<file path="src/rtl/sync_count_reg_pkg.sv">
// Shared constants and helpers for the sync_count_reg counter slice.
package sync_count_reg_pkg;

  localparam int unsigned COUNT_DEFAULT_WIDTH = 32'd3;

  // Returns a 32-bit value with the low `width` bits set (width >= 32 gives all ones).
  function automatic logic [31:0] all_ones(input int unsigned width);
    logic [31:0] w_mask;
    if (width >= 32'd32) begin
      w_mask = 32'hFFFF_FFFF;
    end else begin
      w_mask = (32'd1 << width) - 32'd1;
    end
    return w_mask;
  endfunction

endpackage

</file>
<file path="src/rtl/sync_count_reg_if.sv">
// Control/status bundle between a counter user (master) and sync_count_reg (slave).
interface sync_count_reg_if #(
  parameter int unsigned WIDTH = sync_count_reg_pkg::COUNT_DEFAULT_WIDTH
);
  logic             en;
  logic             load;
  logic [WIDTH-1:0] count_load;
  logic [WIDTH-1:0] count;
  logic             tc;

  modport master (
    output en, load, count_load,
    input  count, tc
  );

  modport slave (
    input  en, load, count_load,
    output count, tc
  );
endinterface

</file>
<file path="src/rtl/sync_count_reg_d_reg_sync.sv">
// Generic enable-gated D register with synchronous active-high reset to zero.
module d_reg_sync #(
  parameter int unsigned WIDTH = 32'd3
) (
  input  logic             clk,
  input  logic             en,
  input  logic             reset,
  input  logic [WIDTH-1:0] d,
  output logic [WIDTH-1:0] q
);

  logic [WIDTH-1:0] r_q;

  // Reset dominates enable; otherwise load d when enabled, else hold.
  always_ff @(posedge clk) begin
    if (reset) begin
      r_q <= '0;
    end else if (en) begin
      r_q <= d;
    end else begin
      r_q <= r_q;
    end
  end

  assign q = r_q;

endmodule

</file>
<file path="src/rtl/sync_count_reg.sv">
// Up-counter with load/enable/synchronous reset and combinational terminal count.
// Define COUNT_REG_SATURATE_EN to hold at all-ones instead of wrapping.
module sync_count_reg
  import sync_count_reg_pkg::*;
#(
  parameter int unsigned WIDTH       = COUNT_DEFAULT_WIDTH,
  parameter int unsigned RESET_VALUE = 32'd0
) (
  input  logic clk,
  input  logic rst,
  sync_count_reg_if.slave bus
);

  localparam logic [WIDTH-1:0] RST_VAL = RESET_VALUE[WIDTH-1:0];

  logic [WIDTH-1:0] w_count;
  logic [WIDTH-1:0] w_next_count;
  logic [WIDTH-1:0] w_reg_d;
  logic [WIDTH-1:0] w_reg_q;
  logic             w_reg_en;
  logic             w_at_max;

  // The shared register clears to zero, so the count is stored XORed with
  // RST_VAL: a cleared register then reads back as RESET_VALUE.
  assign w_count  = w_reg_q ^ RST_VAL;
  assign w_at_max = (32'(w_count) == all_ones(WIDTH));
  assign w_reg_en = rst | bus.load | bus.en;
  assign w_reg_d  = w_next_count ^ RST_VAL;

  // Next-count selection: reset, then load, then increment, then hold.
  always_comb begin
    w_next_count = w_count;
    if (rst) begin
      w_next_count = RST_VAL;
    end else if (bus.load) begin
      w_next_count = bus.count_load;
    end else if (bus.en) begin
`ifdef COUNT_REG_SATURATE_EN
      if (w_at_max) begin
        w_next_count = w_count;
      end else begin
        w_next_count = w_count + WIDTH'(1);
      end
`else
      w_next_count = w_count + WIDTH'(1);
`endif
    end else begin
      w_next_count = w_count;
    end
  end

  d_reg_sync #(
    .WIDTH (WIDTH)
  ) u_count_reg (
    .clk   (clk),
    .en    (w_reg_en),
    .reset (rst),
    .d     (w_reg_d),
    .q     (w_reg_q)
  );

  assign bus.count = w_count;
  assign bus.tc    = w_at_max & bus.en & ~bus.load & ~rst;

endmodule

</file>
<file path="src/flat_wrapper.sv">
// flat-port wrapper written by rule: the top's interface ports become plain ports
module sync_count_reg_flat import sync_count_reg_pkg::*;
#(
  parameter int unsigned WIDTH       = COUNT_DEFAULT_WIDTH,
  parameter int unsigned RESET_VALUE = 32'd0
)
  (clk, rst, bus_en, bus_load, bus_count_load, bus_count, bus_tc);
  sync_count_reg_if #(.WIDTH(WIDTH)) bus_i ();
  input  logic clk;
  input  logic rst;
  input wire logic [$bits(bus_i.en)-1:0] bus_en;
  input wire logic [$bits(bus_i.load)-1:0] bus_load;
  input wire logic [$bits(bus_i.count_load)-1:0] bus_count_load;
  output wire logic [$bits(bus_i.count)-1:0] bus_count;
  output wire logic [$bits(bus_i.tc)-1:0] bus_tc;
  assign bus_i.en = bus_en;
  assign bus_i.load = bus_load;
  assign bus_i.count_load = bus_count_load;
  assign bus_count = bus_i.count;
  assign bus_tc = bus_i.tc;
  sync_count_reg #(.WIDTH(WIDTH), .RESET_VALUE(RESET_VALUE)) u_core (.clk(clk), .rst(rst), .bus(bus_i));
endmodule
</file>
<file path="config.mk">
export PLATFORM = sky130hd
export DESIGN_NAME = sync_count_reg_flat
export DESIGN_NICKNAME = d
export VERILOG_FILES = /design/src/rtl/sync_count_reg_pkg.sv /design/src/rtl/sync_count_reg_if.sv /design/src/rtl/sync_count_reg_d_reg_sync.sv /design/src/rtl/sync_count_reg.sv /design/src/flat_wrapper.sv
export SDC_FILE = /design/constraint.sdc
export NUM_CORES = 1
export LEC_CHECK = 0
export ABC_AREA = 0
export CAP_MARGIN = 40
export CORE_AREA = 2 2 39 41
export CTS_CLUSTER_DIAMETER = 40
export DETAILED_ROUTE_END_ITERATION = 8
export DIE_AREA = 0 0 41 43
export DONT_BUFFER_PORTS = 1
export GPL_TIMING_DRIVEN = 1
export PLACE_DENSITY = 0.37
export SYNTH_ARGS = -nofsm -noshare
export SYNTH_HDL_FRONTEND = slang
export SYNTH_SLANG_ARGS = --single-unit
export TNS_END_PERCENT = 5
</file>
<file path="constraint.sdc">
create_clock -name clk -period 1.65 [get_ports clk]
set_input_delay 0.33 -clock clk [delete_from_list [all_inputs] [get_ports clk]]
set_output_delay 0.33 -clock clk [all_outputs]
set_load 0.02 [all_outputs]
</file>
==> impl_results.md <==
* WP data arrival at 1.18 ns
* Max-slew violation count at 0
* Max-capacitance violation count at 0
* Crit path max fanout at 2
* Vias in the first global route at 187
* P per Cell Area at 1060 nW/um2
* Number of remaining DRC errors at 0
* Post-CTS sizing at 0
* # clock sinks at 3
* Worst skew pair latency at 0.24 ns
* Final Net Count at 33
* Final setup viols at 0
* Required @ worst endpoint at 1.32 ns
* Final period utilization at 91.5%
* Fillers at 153
* Rows at 14
* Initial Util at 12.7%
* VDD IR max at 0.000212 V
* CTS root buffer: clkbuf_4
* Most Frequent Cell on Critical Path: ha_1
* Largest net degree at the start of global routing at 6
* Vias at 149
* Slowest stage delay, CP at 0.30 ns
* Top-area cell type share of the netlist area at 34.0%
* Longest Clk Path Bufs at 2
* Die H at 43 um
* Number of I/O pins at 11
* Vias/cell at 3.82
* TritonCTS clock tree: built
* Tot GR Track Use at 7.22%
* Antenna fix cells at 0
* GR Overflow Total at 0
* Share of layout cells above drive strength 1 at 30.4%
* Antenna violations before repair at 0
* Worst setup EP type: output port
* Reg2reg path depth at 4
* Syn Area/Cell at 11.0 um2
* Beginning of the worst hold path: rst
* Detailed Place HPWL at 331 um
* Global-route wire length before repair at 752 um
* Final hold vios at 0
* Synth Cell Area at 176 um2
* Yosys cell types at 9
* Min-Delay Path Class: in -> reg
* Post-Synthesis Cells at 16
* Sequential element share of the synthesized area at 34.0%
* 1st-iter DRT viols at 2
* Reg2Reg Setup Slack at 0.53 ns
* Total power at 0.260 mW
* Area Overhead vs Synth at 39.0%
* CP Class: reg -> out
* Largest register FFs at 3
* First drt pass iteration count at 2
* Hold-critical path endpoint: u_core.u_count_reg.q[0]
* Post-route ant nets at 0
* Fin crit period at 1.51 ns
* CP max-delay cell: dfxtp_1
* Hold-fix buffers at CTS at 0
* Layout Cells excl Fill at 39
* CTS Buf Count at 3
* Clock skew at 0.00169 ns
* LEAKAGE at 0.111 nW
* RR Startpoint: u_core.u_count_reg.q[0]
* YS warnings at 0
* Cell taking the most area after synthesis: dfxtp_1
* RePlAce Congestion at 0.669
* DRT Wirelength at 422 um
* Hold depth at 1
* Status: completed
* Die X-Extent at 41 um
* Placed Instances at 35
* Number of I/O port buffers at 0
* Startpoint types: flip-flop
* Total core area at 1380 um2
* Die footprint at 1760 um2
* Setup Buffers After CTS at 0
* Clk slew on worst S/H paths at 0.04 ns
* Unrepaired setup endpoints after global routing: false
* Seq cells post-synth at 3
* H-tree depth at 1
* Synthesized Nets at 25
* Slew @ Worst Pin at 0.232 ns
* Fmax at 662 MHz
* WL/cell at 10.8 um
* Top post-synthesis cells by area: dfxtp_1 34%, ha_1 14%, mux2i_1 11%
* Relative slew slack at 84.6%
* Post-route setup TNS at 0 ns
* Worst-path cell chain: ha_1, ha_1, and4bb_1
* RR Endpoint: u_core.u_count_reg.q[2]
==> metrics by stage <==
step | area (um2) | utilization, % | setup slack, ns | hold WS (ns)
2_1_floorplan | 176 | - | 0.250 | 0.395
3_3_place_gp | 219 | 15.8 | 0.400 | 0.397
3_5_place_dp | 219 | 15.8 | 0.390 | 0.401
4_1_cts | 245 | 17.7 | 0.128 | 0.151
5_1_grt | 245 | 17.7 | 0.0770 | 0.152
6_report | 245 | 17.7 | 0.140 | 0.154
==> cells in the final DEF, fill, tap and decap left out, drive strengths merged <==
cell | synthesis | routed
a211oi | 3 | 3
and4bb | 1 | 1
buf | 0 | 3
clkbuf | 0 | 4
dfxtp | 3 | 3
ha | 2 | 2
inv | 1 | 1
mux2i | 2 | 2
nor2b | 3 | 3
xnor2 | 1 | 1
==> cells in the mapped netlist <==
| master | count |
|---|---|
| a211oi_1 | 2 |
| a211oi_2 | 1 |
| and4bb_1 | 1 |
| dfxtp_1 | 3 |
| ha_1 | 2 |
| inv_1 | 1 |
| mux2i_1 | 2 |
| nor2b_1 | 3 |
| xnor2_1 | 1 |
==> layer usage <==
layer | track usage [%] | part of all wire [%] | up-vias
met1 | 8.33 | 44 | 61
met5 | 0 | 0 | -
met3 | 4.71 | 24 | 2
li1 | - | - | 73
met2 | 6.88 | 27 | 13
met4 | 10.0 | 4.5 | 0
==> cell type report <==
type | instances | area (um2) | area share, %
tap | 16 | 20.0 | 8.16
timing repair buffer | 3 | 22.5 | 9.18
clock buffer | 4 | 26.3 | 10.7
sequential | 3 | 60.1 | 24.5
inverter | 1 | 3.75 | 1.53
multi-input combinational | 12 | 113 | 45.9
==> kinds of logic after synthesis <==
kind of cell,synth area share (%)
flip-flops,34.0
buffers and inverters,2.13
XOR/XNOR,4.97
AO/OA/AOI/OAI,15.6
adder cells (fa/ha/maj),14.2
multiplexers,11.3
AND/OR/NAND/NOR,17.7
==> report_power, final <==
part	leakage [nW]	internal (mW)	switching (mW)
sequential	0.0250	0.0791	0.00304
clock	0.0150	0.0910	0.0442
combinational	0.0712	0.0209	0.0218
total	0.111	0.191	0.0690
==> how the worst max path moves through the flow <==
| stage | from | to | slack [ns] |
|---|---|---|---|
| after floorplan | u_core.u_count_reg.q[0] | bus_tc | 0.25 |
| after global placement | u_core.u_count_reg.q[0] | bus_tc | 0.40 |
| after global routing | u_core.u_count_reg.q[1] | bus_tc | 0.08 |
| after detailed placement | u_core.u_count_reg.q[0] | bus_tc | 0.39 |
| final | u_core.u_count_reg.q[0] | bus_tc | 0.14 |
| after CTS | u_core.u_count_reg.q[0] | bus_tc | 0.13 |
==> worst max-delay path: cells and delay by family (launching register included) <==
| family | cells | cell delay, ns |
|---|---|---|
| simple gates | 1 | 0.28 |
| fa+ha+maj | 2 | 0.36 |
| flops | 1 | 0.30 |
Power figures use the tool's default switching activity.
